File: src/rtl/id_stage_p_pkg.sv
// Shared decode definitions for the ID stage: opcode encoding, per-opcode
// control record and the opcode-to-control lookup.
package id_stage_p_pkg;

    typedef enum logic [5:0] {
        OP_ADD  = 6'h00, OP_ADDI = 6'h01, OP_SUB  = 6'h02, OP_SUBI = 6'h03,
        OP_MUL  = 6'h04, OP_MULI = 6'h05, OP_OR   = 6'h06, OP_ORI  = 6'h07,
        OP_AND  = 6'h08, OP_ANDI = 6'h09, OP_XOR  = 6'h0A, OP_XORI = 6'h0B,
        OP_LDW  = 6'h0C, OP_STW  = 6'h0D, OP_BZ   = 6'h0E, OP_BEQ  = 6'h0F,
        OP_JR   = 6'h10, OP_HALT = 6'h11
    } opcode_e;

    typedef enum logic [1:0] {
        RD_NONE    = 2'd0,
        RD_FROM_RD = 2'd1,
        RD_FROM_RT = 2'd2
    } rd_sel_e;

    // use_rt also marks rt as a real source for load-use detection
    typedef struct packed {
        logic    use_rs;
        logic    use_rt;
        rd_sel_e rd_sel;
        logic    use_imm;
        logic    branch;
        logic    mem_read;
        logic    mem_to_reg;
        logic    mem_write;
        logic    halt;
    } ctrl_t;

    localparam ctrl_t CTRL_NOP = '0;
    localparam ctrl_t CTRL_RTYPE = '{use_rs: 1'b1, use_rt: 1'b1, rd_sel: RD_FROM_RD,
        use_imm: 1'b0, branch: 1'b0, mem_read: 1'b0, mem_to_reg: 1'b0, mem_write: 1'b0, halt: 1'b0};
    localparam ctrl_t CTRL_ITYPE = '{use_rs: 1'b1, use_rt: 1'b0, rd_sel: RD_FROM_RT,
        use_imm: 1'b1, branch: 1'b0, mem_read: 1'b0, mem_to_reg: 1'b0, mem_write: 1'b0, halt: 1'b0};
    localparam ctrl_t CTRL_LDW = '{use_rs: 1'b1, use_rt: 1'b0, rd_sel: RD_FROM_RT,
        use_imm: 1'b1, branch: 1'b0, mem_read: 1'b1, mem_to_reg: 1'b1, mem_write: 1'b0, halt: 1'b0};
    localparam ctrl_t CTRL_STW = '{use_rs: 1'b1, use_rt: 1'b1, rd_sel: RD_NONE,
        use_imm: 1'b1, branch: 1'b0, mem_read: 1'b0, mem_to_reg: 1'b0, mem_write: 1'b1, halt: 1'b0};
    localparam ctrl_t CTRL_BR_RS = '{use_rs: 1'b1, use_rt: 1'b0, rd_sel: RD_NONE,
        use_imm: 1'b1, branch: 1'b1, mem_read: 1'b0, mem_to_reg: 1'b0, mem_write: 1'b0, halt: 1'b0};
    localparam ctrl_t CTRL_BEQ = '{use_rs: 1'b1, use_rt: 1'b1, rd_sel: RD_NONE,
        use_imm: 1'b1, branch: 1'b1, mem_read: 1'b0, mem_to_reg: 1'b0, mem_write: 1'b0, halt: 1'b0};
    localparam ctrl_t CTRL_HALT = '{use_rs: 1'b0, use_rt: 1'b0, rd_sel: RD_NONE,
        use_imm: 1'b0, branch: 1'b0, mem_read: 1'b0, mem_to_reg: 1'b0, mem_write: 1'b0, halt: 1'b1};

    function automatic ctrl_t decode_op(input logic [5:0] op);
        ctrl_t c;
        c = CTRL_NOP;
        case (op)
            OP_ADD, OP_SUB, OP_MUL, OP_OR, OP_AND, OP_XOR:       c = CTRL_RTYPE;
            OP_ADDI, OP_SUBI, OP_MULI, OP_ORI, OP_ANDI, OP_XORI: c = CTRL_ITYPE;
            OP_LDW:                                              c = CTRL_LDW;
            OP_STW:                                              c = CTRL_STW;
            OP_BZ, OP_JR:                                        c = CTRL_BR_RS;
            OP_BEQ:                                              c = CTRL_BEQ;
            OP_HALT:                                             c = CTRL_HALT;
            default:                                             c = CTRL_NOP;
        endcase
        return c;
    endfunction

endpackage

File: src/rtl/id_regfile.sv
// Architectural register file: one write port from WB, two combinational read
// ports with same-cycle write bypass; register 0 is hardwired to zero.
module id_regfile #(
    parameter int D_SIZE    = 32,
    parameter int NREGS     = 32,
    parameter int ADDR_LINE = $clog2(NREGS)
) (
    input  logic                 clk,
    input  logic                 reset,
    input  logic                 i_we,
    input  logic [ADDR_LINE-1:0] i_waddr,
    input  logic [D_SIZE-1:0]    i_wdata,
    input  logic [ADDR_LINE-1:0] i_raddr_a,
    input  logic [ADDR_LINE-1:0] i_raddr_b,
    output logic [D_SIZE-1:0]    o_rdata_a,
    output logic [D_SIZE-1:0]    o_rdata_b
);

    logic [D_SIZE-1:0] r_regs [NREGS];
    logic              w_wr_en;

    assign w_wr_en = i_we && (i_waddr != '0);

    always_ff @(posedge clk or negedge reset) begin
        if (!reset) begin
            for (int i = 0; i < NREGS; i++) r_regs[i] <= '0;
        end else if (w_wr_en) begin
            r_regs[i_waddr] <= i_wdata;
        end
    end

    assign o_rdata_a = (i_raddr_a == '0)                     ? '0 :
                       (w_wr_en && (i_waddr == i_raddr_a)) ? i_wdata : r_regs[i_raddr_a];
    assign o_rdata_b = (i_raddr_b == '0)                     ? '0 :
                       (w_wr_en && (i_waddr == i_raddr_b)) ? i_wdata : r_regs[i_raddr_b];

endmodule

File: src/rtl/id_stage_p.sv
// Instruction decode stage: register read with WB bypass, opcode decode,
// load-use interlock, flush/hold handling and the ID/EX pipeline register.
module id_stage_p #(
    parameter int D_SIZE    = 32,
    parameter int NREGS     = 32,
    parameter int ADDR_LINE = $clog2(NREGS)
) (
    input  logic                 clk,
    input  logic                 reset,
    input  logic                 valid_f_if,
    input  logic [31:0]          inst,
    input  logic [31:0]          pc_in_f_if,
    input  logic [31:0]          pc4_in_f_if,
    input  logic                 w_f_wb,
    input  logic [ADDR_LINE-1:0] addr_in_f_wb,
    input  logic [D_SIZE-1:0]    write_data_f_wb,
    input  logic                 flush_f_ex,
    input  logic                 hold_f_ex,
    output logic                 stall_2_if,
    output logic                 valid_2_ex,
    output logic [5:0]           opcode_2_ex,
    output logic [D_SIZE-1:0]    rs_reg_value_2_ex,
    output logic [D_SIZE-1:0]    rt_reg_value_2_ex,
    output logic [D_SIZE-1:0]    i_data_2_ex,
    output logic [ADDR_LINE-1:0] rd_add_value_2_ex,
    output logic [31:0]          pc_out_2_ex,
    output logic [31:0]          pc4_out_2_ex,
    output logic                 branch_2_ex,
    output logic                 mem_read_2_ex,
    output logic                 mem_to_reg_2_ex,
    output logic                 mem_write_2_ex,
    output logic                 halted
);
    import id_stage_p_pkg::*;

    logic [5:0]           w_op;
    logic [ADDR_LINE-1:0] w_rs_addr, w_rt_addr, w_rd_addr;
    logic [D_SIZE-1:0]    w_rs_val, w_rt_val, w_imm_sext;
    ctrl_t                w_ctrl;
    logic                 w_load_use, w_accept;

    assign w_op       = inst[31:26];
    assign w_rs_addr  = ADDR_LINE'(inst[25:21]);
    assign w_rt_addr  = ADDR_LINE'(inst[20:16]);
    assign w_rd_addr  = ADDR_LINE'(inst[15:11]);
    assign w_imm_sext = {{(D_SIZE-16){inst[15]}}, inst[15:0]};
    assign w_ctrl     = decode_op(w_op);

    id_regfile #(.D_SIZE(D_SIZE), .NREGS(NREGS), .ADDR_LINE(ADDR_LINE)) u_regfile (
        .clk       (clk),
        .reset     (reset),
        .i_we      (w_f_wb),
        .i_waddr   (addr_in_f_wb),
        .i_wdata   (write_data_f_wb),
        .i_raddr_a (w_rs_addr),
        .i_raddr_b (w_rt_addr),
        .o_rdata_a (w_rs_val),
        .o_rdata_b (w_rt_val)
    );

    // A load in EX whose destination this instruction reads; cleared by the bubble it causes
    assign w_load_use = valid_f_if && valid_2_ex && mem_read_2_ex && (rd_add_value_2_ex != '0) &&
                        ((w_ctrl.use_rs && (rd_add_value_2_ex == w_rs_addr)) ||
                         (w_ctrl.use_rt && (rd_add_value_2_ex == w_rt_addr)));

    assign stall_2_if = hold_f_ex || halted || (w_load_use && !flush_f_ex);
    assign w_accept   = valid_f_if && !stall_2_if && !flush_f_ex && !halted;

    logic                 w_n_valid;
    logic [5:0]           w_n_opcode;
    logic [D_SIZE-1:0]    w_n_rs, w_n_rt, w_n_imm;
    logic [ADDR_LINE-1:0] w_n_rd;
    logic [31:0]          w_n_pc, w_n_pc4;
    logic                 w_n_branch, w_n_mem_read, w_n_mem_to_reg, w_n_mem_write;

    // Bubbles zero every field; opcode and PCs pass through for any accepted instruction
    always_comb begin
        w_n_valid      = 1'b0;
        w_n_opcode     = '0;
        w_n_rs         = '0;
        w_n_rt         = '0;
        w_n_imm        = '0;
        w_n_rd         = '0;
        w_n_pc         = '0;
        w_n_pc4        = '0;
        w_n_branch     = 1'b0;
        w_n_mem_read   = 1'b0;
        w_n_mem_to_reg = 1'b0;
        w_n_mem_write  = 1'b0;
        if (w_accept) begin
            w_n_valid      = 1'b1;
            w_n_opcode     = w_op;
            w_n_pc         = pc_in_f_if;
            w_n_pc4        = pc4_in_f_if;
            if (w_ctrl.use_rs)  w_n_rs  = w_rs_val;
            if (w_ctrl.use_rt)  w_n_rt  = w_rt_val;
            if (w_ctrl.use_imm) w_n_imm = w_imm_sext;
            case (w_ctrl.rd_sel)
                RD_FROM_RD: w_n_rd = w_rd_addr;
                RD_FROM_RT: w_n_rd = w_rt_addr;
                default:    w_n_rd = '0;
            endcase
            w_n_branch     = w_ctrl.branch;
            w_n_mem_read   = w_ctrl.mem_read;
            w_n_mem_to_reg = w_ctrl.mem_to_reg;
            w_n_mem_write  = w_ctrl.mem_write;
        end
    end

    always_ff @(posedge clk or negedge reset) begin
        if (!reset) begin
            valid_2_ex        <= 1'b0;
            opcode_2_ex       <= '0;
            rs_reg_value_2_ex <= '0;
            rt_reg_value_2_ex <= '0;
            i_data_2_ex       <= '0;
            rd_add_value_2_ex <= '0;
            pc_out_2_ex       <= '0;
            pc4_out_2_ex      <= '0;
            branch_2_ex       <= 1'b0;
            mem_read_2_ex     <= 1'b0;
            mem_to_reg_2_ex   <= 1'b0;
            mem_write_2_ex    <= 1'b0;
            halted            <= 1'b0;
        end else begin
            if (w_accept && w_ctrl.halt) halted <= 1'b1;
            if (!hold_f_ex) begin
                valid_2_ex        <= w_n_valid;
                opcode_2_ex       <= w_n_opcode;
                rs_reg_value_2_ex <= w_n_rs;
                rt_reg_value_2_ex <= w_n_rt;
                i_data_2_ex       <= w_n_imm;
                rd_add_value_2_ex <= w_n_rd;
                pc_out_2_ex       <= w_n_pc;
                pc4_out_2_ex      <= w_n_pc4;
                branch_2_ex       <= w_n_branch;
                mem_read_2_ex     <= w_n_mem_read;
                mem_to_reg_2_ex   <= w_n_mem_to_reg;
                mem_write_2_ex    <= w_n_mem_write;
            end
        end
    end

endmodule

File: config.mk
export PLATFORM = sky130hd
export DESIGN_NAME = id_stage_p
export DESIGN_NICKNAME = d
export VERILOG_FILES = /design/src/rtl/id_stage_p_pkg.sv /design/src/rtl/id_regfile.sv /design/src/rtl/id_stage_p.sv
export SDC_FILE = /design/constraint.sdc
export NUM_CORES = 2
export LEC_CHECK = 0
export BUFFER_PORTS_ARGS = -buffer_cell sky130_fd_sc_hd__buf_2
export CAP_MARGIN = 20
export CORE_ASPECT_RATIO = 0.7
export CORE_UTILIZATION = 56
export CTS_BUF_LIST = sky130_fd_sc_hd__clkbuf_8 sky130_fd_sc_hd__clkbuf_16
export DETAILED_ROUTE_END_ITERATION = 16
export PLACE_DENSITY = 0.77
export SETUP_SLACK_MARGIN = 0.4
export SLEW_MARGIN = 20
export SYNTH_ARGS = -nofsm -noshare
export SYNTH_HDL_FRONTEND = slang
export SYNTH_SLANG_ARGS = --single-unit
File: constraint.sdc
create_clock -name clk -period 2.1 [get_ports clk]
set_clock_uncertainty 0.1 [all_clocks]
set_input_delay 0.105 -clock clk [delete_from_list [all_inputs] [get_ports clk]]
set_output_delay 0.105 -clock clk [all_outputs]
set_load 0.01 [all_outputs]
==> metrics.txt <==
status finished with violations; failing checks negative setup slack; Reg2Reg Depth 9; worst hold path class input pin to flip-flop; combinational share of power 20.1%; DRT antenna net count 0; io pins 317; hold endpoint pc_out_2_ex[29]$_DFFE_PN0N_; EDFF count, synth 0; Post-Place Setup Slack -0.4976 ns; post-route setup TNS -69.60 ns; First DRT Iteration DRCs 6084; wire length per cell 31.77 um; Tmin final approximately 2.7 ns; Max Cap Viol 0; r2r endpoint pc_out_2_ex[15]$_DFFE_PN0N_; Hold Violations, Final 0; Rel. slew slack 35.52%; hold_sp pc_in_f_if[29]; drt via density between 7 and 8; DRC violation count after routing 0; Sequential Power Share 45.8%; critical path launch point type flip-flop; mux cell area share after synthesis 31.18%; post-synth top area share 49.32%; Switching Power 18.37 mW; LEAKAGE roughly 33 nW; Avg Cell Area, Syn 12.81 um2; Worst-Skew Late Latency 0.74 ns; Port Buffer Count 316; CTS Root Cell clkbuf_16; initial antenna violation count 3; Num CTS Buffers around 110; die span in x 393.5 um; Worst-Margin Slew 0.9672 ns; FILL cells 6898; R2R Setup Slk -0.56 ns; main combinational cell family by area after synthesis multiplexers; dpl cells between 6000 and 7000; die area 0.1086 mm2; sw frac 28.25%; final period utilization 127.8%; routability congestion estimate 0.9328; crit path kind flip-flop to output pin; critical path arrival 2.48 ns; total wire length 216000 um; Ys Warns 0; Seq cells post-synth about 1200; vias 48071; final setup fails 161; DP HPWL roughly 130000 um; Most used DFF post-synth dfrtp_1; share of cells above drive strength 1 a little under half; Async SR Flop Fraction between 90% and 100%; CTS clk-pin slew, worst paths 0.06 ns; Synth Net Count roughly 4800; Nets 5414; simple-gate share of the synthesized area under 10%; Hold Crit Depth 3; Initial Util 56.48%; fin. max-slew vios 0; Final WS setup -0.5848 ns; adder-cell area share of the yosys netlist less than 1%; Crit Path Max Fanout 3; vias in the first global route 48524; clk sinks 1184; worst flop-to-flop path startpoint rd_add_value_2_ex[4]$_DFFE_PN0N_; Critical Path Sink Type output pin; Cell Area, Synth 0.06007 mm2; maximum clock path buffer count 3; post-synth cell types 49; CTS H-tree depth 3; WHS 0.02995 ns; Synth Area in Compound Gates under 10%; Fmax 372.5 MHz; P_int 46.66 mW; Data required, critical path 1.89 ns; post-synthesis xor/xnor area fraction 0.2916%; Core Footprint between 0.1 and 0.15 mm2; synth cell count leaders dfrtp_1 (1184), mux2_2 (840), nand2_1 (481); chip height 276.0 um; power per cell area 875.1 mW/mm2; top-count cell post-synth dfrtp_1; first-pass GRT wire length 320800 um; placed instance area 0.06748 mm2; sequential share of the synthesized area 49.32%; largest net degree at the start of global routing 160; Placement Rows 100; VDD IR max 0.0007556 V; largest area contributor in the netlist dfrtp_1; RSZ-0062 raised after global routing true; GRT Resource Usage Total 39.55%; First-pass DRT Iterations 6; Area contributors post-synth dfrtp_1 (49%), mux2_2 (16%), mux4_2 (15%), o21ai_0 (3.2%), nand2_1 (3.0%); final non-filler cell total approximately 7000; area growth from synthesis to layout 23.70%; final global-route overflow total 0; CTS tree built; fin area 0.07431 mm2; Synth Instances around 4700; Clk pwr share 34.1%
[worst max path at each step]
stage	from	to	slack, ns	cells past startpoint
3_5_place_dp	rd_add_value_2_ex[1]$_DFFE_PN0N_	rt_reg_value_2_ex[6]$_DFFE_PN0N_	-0.50	6
2_1_floorplan	rd_add_value_2_ex[2]$_DFFE_PN0N_	pc_out_2_ex[21]$_DFFE_PN0N_	-0.10	9
4_1_cts	rd_add_value_2_ex[1]$_DFFE_PN0N_	stall_2_if	-0.51	6
3_3_place_gp	inst[16]	rt_reg_value_2_ex[28]$_DFFE_PN0N_	-0.39	7
6_report	rd_add_value_2_ex[1]$_DFFE_PN0N_	stall_2_if	-0.58	6
5_1_grt	rd_add_value_2_ex[1]$_DFFE_PN0N_	stall_2_if	-0.59	6
[registers in the layout, summed over array words and instances, names as in the netlist]
name               count
u_regfile.r_regs    1024
pc4_out_2_ex          32
pc_out_2_ex           32
rs_reg_value_2_ex     32
rt_reg_value_2_ex     32
i_data_2_ex           16
opcode_2_ex            6
rd_add_value_2_ex      5
branch_2_ex            1
halted                 1
mem_read_2_ex          1
mem_write_2_ex         1
valid_2_ex             1
[per-stage QoR]
stage | util (%) | power (mW)
final | 69.87 | 65.03
after global routing | 69.87 | 67.17
after CTS | 69.78 | 64.62
after detailed placement | 63.45 | 42.21
after global placement | 63.45 | 41.45
after floorplan | - | 37.43
[power groups by stage]
stage | Combinational (mW) | Clock [mW] | Sequential (mW)
3_3_place_gp | 11.8 | 0 | 29.6
4_1_cts | 12.8 | 22.2 | 29.5
5_1_grt | 13.9 | 23.1 | 30.1
6_report | 13.1 | 22.1 | 29.8
2_1_floorplan | 8.64 | 0 | 28.8
3_5_place_dp | 12.3 | 0 | 29.9
[cells in the final DEF, fill, tap and decap left out, drive strengths merged, types with 38 or more instances in the layout]
cell type / n
dfrtp: 1184
buf: 843
mux2: 842
nand2: 481
mux4: 388
o21ai: 388
dlygate4sd3: 159
o22ai: 147
clkbuf: 134
a22o: 115
nor2b: 76
a211oi: 70
nor2: 57
inv: 54
mux2i: 51
o31ai: 39
a2111oi: 38
[per-layer routing]
layer	wire, um	part of all wire, %	up-vias	global-route usage [%]
met1	77530	36	24412	52.29
met5	0	0	-	0
met3	28860	13	1099	13.53
met4	15390	7.1	0	22.56
met2	94200	44	3838	57.25
li1	-	-	18722	-
[repair_timing]
| item | 4_1_cts | 5_1_grt |
|---|---|---|
| pin swaps | 17 | 3 |
| cloned | 12 | 0 |
| endpoints found under the setup margin | 178 | 169 |
| hold buffers | 161 | 0 |
| setup buffers | 20 | 5 |
| gates resized for setup | 113 | 14 |
| endpoints found under the hold margin | 2021 | 0 |
[worst max-delay path, cell delays in order, from the launching register on]
cell and delay (ns):
dfrtp_2 0.43, or4_4 0.56, o2111ai_2 0.24, or4_4 0.19, buf_6 0.09, nand3_2 0.09
buf_6 0.14
[cells by family after synthesis]
group	after synthesis
buffers and inverters	572
and+or+nand+nor	751
adders and majority gates	4
xor gates and xnor gates	20
DFF	1184
AOI/OAI and AO/OA	877
muxes	1281
[final cells by class]
cell class                 instances  area (um2)  share of cell area (%)
inverter                          36       135.1                  0.1818
timing repair buffer            1004        9741                   13.11
sequential                      1184       29640                   39.88
antenna                            3       7.507                 0.01010
clock buffer                     134        3128                   4.209
multi-input combinational       2933       29010                   39.04
tap                             1428        1787                   2.404
clock inverter                    77       863.3                   1.162
Power figures use the tool's default switching activity.
